[src/rtl/hmac_sha256_verifier.sv]
// Drives a streaming HMAC-SHA256 hasher for one message and checks the resulting tag against an expected MAC.
// Latency: update 1 clk after the 4th/last byte, finalize 1 clk after the last update, done 1 clk after hash_valid.
// Backpressure: din_ready only in COLLECT/DRAIN; once the hasher is ready it is assumed never to stall.
module hmac_sha256_verifier #(
  parameter int unsigned MAX_MSG_BYTES  = 1024,
  parameter int unsigned TIMEOUT_CYCLES = 256
) (
  input  logic         clk,
  input  logic         rst_n,
  input  logic         verify_start,
  input  logic [511:0] key,
  input  logic [255:0] expected_mac,
  input  logic         din_valid,
  output logic         din_ready,
  input  logic [7:0]   din,
  input  logic         din_last,
  output logic [511:0] hmac_key,
  output logic         hmac_key_update,
  output logic         hmac_start,
  input  logic         hmac_ready,
  output logic         hmac_update,
  output logic [31:0]  hmac_data,
  output logic [2:0]   hmac_bytes_valid,
  output logic         hmac_finalize,
  input  logic         hmac_hash_valid,
  input  logic [255:0] hmac_hash,
  output logic         done,
  output logic         mac_ok,
  output logic         err_overflow,
  output logic         err_timeout,
  output logic [15:0]  msg_len
);

  localparam int unsigned TW = $clog2(TIMEOUT_CYCLES + 1);

  typedef enum logic [3:0] {
    S_IDLE, S_START, S_WAIT_READY, S_COLLECT, S_FLUSH,
    S_FINAL, S_WAIT_HASH, S_DRAIN, S_DONE
  } state_t;

  state_t          state_q, state_d;
  logic [511:0]    key_q, key_d;
  logic [255:0]    exp_q, exp_d;
  logic [31:0]     pack_q, pack_d;   // partially filled word, first byte in [31:24]
  logic [1:0]      lane_q, lane_d;   // number of bytes already held in pack_q
  logic [15:0]     len_q, len_d;
  logic            upd_q, upd_d;
  logic [31:0]     data_q, data_d;
  logic [2:0]      bv_q, bv_d;
  logic            ok_q, ok_d;
  logic            ovf_q, ovf_d;
  logic            to_q, to_d;
  logic [TW-1:0]   tmr_q, tmr_d;     // clocks elapsed since finalize

  logic [31:0]     packed_word;
  logic            at_limit;

  // A byte that arrives when MAX_MSG_BYTES are already counted would overflow.
  assign at_limit = ({1'b0, len_q} >= 17'(MAX_MSG_BYTES));

  // Merge the incoming byte into the next free lane, big-endian.
  always_comb begin
    packed_word = pack_q;
    case (lane_q)
      2'd0:    packed_word = {din, 24'h0};
      2'd1:    packed_word = {pack_q[31:24], din, 16'h0};
      2'd2:    packed_word = {pack_q[31:16], din, 8'h0};
      default: packed_word = {pack_q[31:8], din};
    endcase
  end

  // Next-state and strobe outputs for the verification sequence.
  always_comb begin
    state_d         = state_q;
    key_d           = key_q;
    exp_d           = exp_q;
    pack_d          = pack_q;
    lane_d          = lane_q;
    len_d           = len_q;
    upd_d           = 1'b0;
    data_d          = data_q;
    bv_d            = bv_q;
    ok_d            = ok_q;
    ovf_d           = ovf_q;
    to_d            = to_q;
    tmr_d           = tmr_q;
    din_ready       = 1'b0;
    hmac_start      = 1'b0;
    hmac_key_update = 1'b0;
    hmac_finalize   = 1'b0;
    done            = 1'b0;
    case (state_q)
      S_IDLE: begin
        if (verify_start) begin
          key_d   = key;
          exp_d   = expected_mac;
          ok_d    = 1'b0;
          ovf_d   = 1'b0;
          to_d    = 1'b0;
          len_d   = 16'h0;
          state_d = S_START;
        end
      end
      S_START: begin
        hmac_start      = 1'b1;
        hmac_key_update = 1'b1;
        pack_d          = 32'h0;
        lane_d          = 2'd0;
        state_d         = S_WAIT_READY;
      end
      S_WAIT_READY: begin
        if (hmac_ready) state_d = S_COLLECT;
      end
      S_COLLECT: begin
        din_ready = 1'b1;
        if (din_valid) begin
          if (at_limit) begin
            // Overflowing byte is swallowed; the hasher never sees it.
            ovf_d   = 1'b1;
            state_d = din_last ? S_DONE : S_DRAIN;
          end else begin
            len_d = len_q + 16'd1;
            if (lane_q == 2'd3 || din_last) begin
              upd_d  = 1'b1;
              data_d = packed_word;
              bv_d   = {1'b0, lane_q} + 3'd1;
              pack_d = 32'h0;
              lane_d = 2'd0;
            end else begin
              pack_d = packed_word;
              lane_d = lane_q + 2'd1;
            end
            if (din_last) state_d = S_FLUSH;
          end
        end
      end
      S_FLUSH: begin
        // The final update registered on the last byte is on the bus now.
        state_d = S_FINAL;
      end
      S_FINAL: begin
        hmac_finalize = 1'b1;
        tmr_d         = TW'(1);
        state_d       = S_WAIT_HASH;
      end
      S_WAIT_HASH: begin
        if (hmac_hash_valid) begin
          ok_d    = (hmac_hash == exp_q);
          state_d = S_DONE;
        end else if (tmr_q == TW'(TIMEOUT_CYCLES - 1)) begin
          to_d    = 1'b1;
          ok_d    = 1'b0;
          state_d = S_DONE;
        end else begin
          tmr_d = tmr_q + TW'(1);
        end
      end
      S_DRAIN: begin
        din_ready = 1'b1;
        if (din_valid && din_last) state_d = S_DONE;
      end
      S_DONE: begin
        done    = 1'b1;
        state_d = S_IDLE;
      end
      default: state_d = S_IDLE;
    endcase
  end

  // State and datapath registers; reset aborts any verification in flight.
  always_ff @(posedge clk or negedge rst_n) begin
    if (!rst_n) begin
      state_q <= S_IDLE;
      key_q   <= '0;
      exp_q   <= '0;
      pack_q  <= '0;
      lane_q  <= '0;
      len_q   <= '0;
      upd_q   <= 1'b0;
      data_q  <= '0;
      bv_q    <= '0;
      ok_q    <= 1'b0;
      ovf_q   <= 1'b0;
      to_q    <= 1'b0;
      tmr_q   <= '0;
    end else begin
      state_q <= state_d;
      key_q   <= key_d;
      exp_q   <= exp_d;
      pack_q  <= pack_d;
      lane_q  <= lane_d;
      len_q   <= len_d;
      upd_q   <= upd_d;
      data_q  <= data_d;
      bv_q    <= bv_d;
      ok_q    <= ok_d;
      ovf_q   <= ovf_d;
      to_q    <= to_d;
      tmr_q   <= tmr_d;
    end
  end

  assign hmac_key         = key_q;
  assign hmac_update      = upd_q;
  assign hmac_data        = data_q;
  assign hmac_bytes_valid = bv_q;
  assign mac_ok           = ok_q;
  assign err_overflow     = ovf_q;
  assign err_timeout      = to_q;
  assign msg_len          = len_q;

endmodule

[config.mk]
export PLATFORM = sky130hd
export DESIGN_NAME = hmac_sha256_verifier
export DESIGN_NICKNAME = d
export VERILOG_FILES = /design/src/rtl/hmac_sha256_verifier.sv
export SDC_FILE = /design/constraint.sdc
export NUM_CORES = 2
export LEC_CHECK = 0
export ABC_CLOCK_PERIOD_IN_PS = 2600
export BUFFER_PORTS_ARGS = -buffer_cell sky130_fd_sc_hd__buf_4
export CAP_MARGIN = 40
export CORE_AREA = 3 3 635 637
export CTS_CLUSTER_DIAMETER = 80
export DETAILED_ROUTE_END_ITERATION = 8
export DIE_AREA = 0 0 638 640
export GPL_TIMING_DRIVEN = 0
export PLACE_DENSITY_LB_ADDON = 0.25
export SETUP_SLACK_MARGIN = 0.5
export SLEW_MARGIN = 5
export SYNTH_ARGS = -nofsm -noshare
export SYNTH_HDL_FRONTEND = slang
export SYNTH_SLANG_ARGS = --single-unit
[constraint.sdc]
create_clock -name clk -period 2.6 [get_ports clk]
set_clock_uncertainty 0.15 [all_clocks]
set_input_delay 0.13 -clock clk [delete_from_list [all_inputs] [get_ports clk]]
set_output_delay 0.13 -clock clk [all_outputs]
set_load 0.01 [all_outputs]
==> run_results.csv <==
group,metric,value,unit
pwr,p_sw,36300,uW
pwr,static-leakage-power,0.0400,uW
pwr,ir_worst_vdd,0.000489,V
sta,setup_slack,-0.420,ns
pwr,power_per_cell_area,1030,mW/mm^2
final_layout,flow.area_growth_from_synthesis,131,%
critical_path,worst_setup_path_end_kind,"flip-flop",
sta,totalNegativeSetupSlack,-0.420,ns
pwr,power.share.switching,43.0,%
placement,gp_congestion,0.921,
grt,first_global_vias,44900,
sta,max_clock_freq,331,MHz
grt,antenna_found_initial,235,
placement,place.detailed.hpwl,331,mm
critical_path,critPathMaxFanout,2,
grt,grt_start_max_net_pins,137,
critical_path,critical_path.most_common_cell,"nand4_1",
drt,initialDrtViolationCount,2748,
clocking,sinks_on_clock_net,862,
critical_path,critical_path.slowest_cell,"dfrtp_1",
sta,hold-worst-slack,-0.782,ns
clocking,clk_pin_slew,0.07,ns
clocking,numCtsBuffers,138,
synthesis,syn_avg_cell_area,8.94,um^2
worst_hold_path,timing.hold.worst.class,"in2async",
drt,num_vias,44200,
synthesis,synth_area,0.0357,mm^2
critical_path,slowest_stage_delay_on_critical_path,0.54,ns
floorplan,boundaryPins,1611,
sta,period_minus_slack,3.02,ns
critical_path,cp-start-kind,"flip-flop",
drt,detail-route-antenna-nets,0,
synthesis,synthCells,3990,
placement,dpl-instance-area,0.0554,mm^2
floorplan,die_area,0.408,mm^2
sta,setup_viol_count_final,1,
final_layout,drive_above_1_share,36.0,%
sta,worst_slew_pin_slew,1.05,ns
final_layout,fillerInstances,43800,
clocking,clk_path_buf_depth,4,
critical_path,worst-endpoint-required,3.15,ns
final_layout,post-route-util,20.7,%
pwr,reg_power_share,28.7,%
critical_path,critical_path.reg2reg.endpoint,"mac_ok$_DFFE_PN0P_",
status,status,"finished with violations",
synthesis,post-synth-top-count-cell,"nand2_1",
grt,globalRoute.totalOverflow,0,
pwr,power_frac_clock,23.0,%
placement,placement.io_buffers,1610,
final_layout,nets,8547,
floorplan,core_area,0.399,mm^2
floorplan,fp.dieH,640,um
synthesis,synth-warning-count,0,
sta,final_max_slew_viol_count,0,
drt,wl,392,mm
sta,relSlewSlack,29.8,%
critical_path,critical_path_buf_inv_count,0,
synthesis,synth_async_sr_flop_share,100,%
clocking,h-tree-depth,4,
critical_path,reg2reg_depth,6,
critical_path,classification_of_the_worst_setup_path,"reg2reg",
critical_path,path_delay_family,"simple AND/OR/NAND/NOR gates",
critical_path,regToRegSetupSlack,-0.42,ns
drt,wire_per_inst,30.3,um
clocking,cts_root_buf,"clkbuf_16",
pwr,power_report.internal_total,48200,uW
clocking,cts_tree,"yes",
synthesis,cell_variety_after_synth,53,
pwr,comb_power_share,48.3,%
status,violations_in_the_final_reports,"negative hold slack, negative setup slack",
grt,global_route_wire_length_before_repair,484,mm
floorplan,dieWidth,638,um
drt,avgViaCountPerCell,3.41,
drt,drtPass1Iterations,7,
clocking,worst_skew_pair.late_latency,0.85,ns
synthesis,synth_common_cells,"nand2_1, dfrtp_1, xor2_1",
floorplan,rows,232,
sta,layout_worst_path_cycle_share,116,%
sta,unrepaired_setup_endpoints_after_global_routing,"true",
critical_path,worstReg2RegStart,"exp_q[38]$_DFFE_PN0P_",
placement,place_worst_setup_slack,-1.28,ns
floorplan,start_util,8.95,%
flow_run,max_cap_viol_count,0,
synthesis,synth_enable_flop_cells,0,
synthesis,synth.top_cell.area_share,60.5,%
drt,drc_errors,0,
grt,grt.total_usage,18.2,%
synthesis,flip_flop_cell_with_the_highest_count_after_synthesis,"dfrtp_1",
sta,hold_viol,264,
final_layout,fin_area,0.0824,mm^2
synthesis,yosysSeqAreaShare,60.5,%
critical_path,critPathArrivalTime,3.57,ns
synthesis,ys_ff_latch,862,
synthesis,synth_top_area_cell,"dfrtp_1",
synthesis,postSynthNetCount,5037,
synthesis,netlist_top_cells_area,"dfrtp_1, nand2_1, xor2_1",
critical_path,timing.critical_path.cells,"xor2_1 > nor4_4 > nand4_1 > nor4_1 > nand4_1 > o21ai_1",
worst reg2reg max path, delay by kind of cell, from the launching register on:
kind	cells	cell delay (ns)
compound gates	1	0.25
xor+xnor	1	0.27
flops	1	0.54
simple gates	4	1.68
kinds of logic after synthesis:
| logic type | synth area share, % |
|---|---|
| xor+xnor | 6.39 |
| simple gates | 27.9 |
| buf+inv | 2.69 |
| fa+ha+maj | 0.281 |
| compound gates | 2.25 |
| flops | 60.5 |
cells in the final DEF (no fill, tap or decap), types with 7 or more instances in the layout:
master / n
nand2_1: 1925
buf_4: 1679
dlygate4sd3_1: 1489
dfrtp_1: 853
nand2_2: 237
xor2_1: 228
clkbuf_16: 165
nand2_4: 124
diode_2: 94
buf_6: 93
buf_12: 81
nor2_1: 72
clkbuf_1: 64
buf_8: 51
buf_16: 44
nand2_8: 41
nor4_1: 40
buf_2: 34
a22o_1: 33
clkbuf_8: 30
nand4_1: 27
xnor2_1: 27
clkbuf_2: 15
o21ai_1: 14
inv_1: 13
clkinv_2: 13
a221oi_4: 12
nor4_2: 12
a21oi_1: 11
clkinv_4: 10
nor3_1: 9
a221oi_1: 9
inv_6: 9
dfrtp_2: 9
clkinvlp_4: 8
bufinv_16: 8
nor4_4: 7
power by group through the flow:
| stage | Sequential (uW) | Clock, uW | Combinational (uW) |
|---|---|---|---|
| after detailed placement | 24300 | 0 | 32200 |
| after CTS | 24200 | 20100 | 38200 |
| after global routing | 24900 | 20600 | 43500 |
| final | 24300 | 19400 | 40800 |
| after global placement | 24200 | 0 | 31300 |
| after floorplan | 24400 | 0 | 9720 |
routing by layer:
layer  routed length, um  part of all wire (%)  global-route usage, %
met5                 720                  0.18                      0
met4               13000                   3.3                   4.86
met3               30000                   7.7                   4.93
met2              192000                    49                   31.6
met1              157000                    40                   22.1
sequential cells by signal, indices dropped and copies added (netlist names):
register and count:
exp_q 256, hmac_key 512, msg_len 16, hmac_data 32, lane_q 2, mac_ok 1
err_timeout 1, err_overflow 1, tmr_q 9, state_q 4, hmac_bytes_valid 3, hmac_update 1
pack_q 24
through the flow:
| stage | std cells | total power [uW] |
|---|---|---|
| final | 13000 | 84500 |
| after global routing | 12900 | 88900 |
| after CTS | 12700 | 82600 |
| after detailed placement | 10900 | 56500 |
| after global placement | 10900 | 55600 |
| after floorplan | 3990 | 34100 |
cell type report:
type | count | area (um^2) | area share, %
Timing Repair Buffer | 3370 | 31100 | 37.8
Buffer | 198 | 2230 | 2.71
Inverter | 15 | 58.8 | 0.0714
Antenna cell | 94 | 235 | 0.286
Sequential cell | 862 | 21600 | 26.2
Tap cell | 5265 | 6590 | 8.00
Clock inverter | 53 | 631 | 0.766
Clock buffer | 187 | 3970 | 4.82
Multi-Input combinational cell | 2915 | 16000 | 19.4
how the worst max path moves through the flow:
| stage | startpoint | end | slack (ns) | depth (start not counted) |
|---|---|---|---|---|
| 2_1_floorplan | tmr_q[0]$_DFFE_PN0P_ | state_q[0]$_DFFE_PN0P_ | 0.49 | 8 |
| 3_3_place_gp | rst_n | hmac_key[79]$_DFFE_PN0P_ | -10.93 | 1 |
| 3_5_place_dp | state_q[1]$_DFFE_PN0P_ | hmac_key[3]$_DFFE_PN0P_ | -1.28 | 9 |
| 4_1_cts | exp_q[229]$_DFFE_PN0P_ | mac_ok$_DFFE_PN0P_ | -0.60 | 8 |
| 5_1_grt | exp_q[84]$_DFFE_PN0P_ | mac_ok$_DFFE_PN0P_ | -0.32 | 6 |
| 6_report | exp_q[38]$_DFFE_PN0P_ | mac_ok$_DFFE_PN0P_ | -0.42 | 6 |
repair_timing:
action                                  in CTS  in global routing
pin swaps                                  113                143
buffers inserted                            65                 89
hold endpoints to repair                  1170                258
gates resized for setup                    569                695
hold buffers                              1462                 27
endpoints found under the setup margin     946               1105
cloned                                      27                 21
No activity file was read; power rests on OpenSTA's default activity.
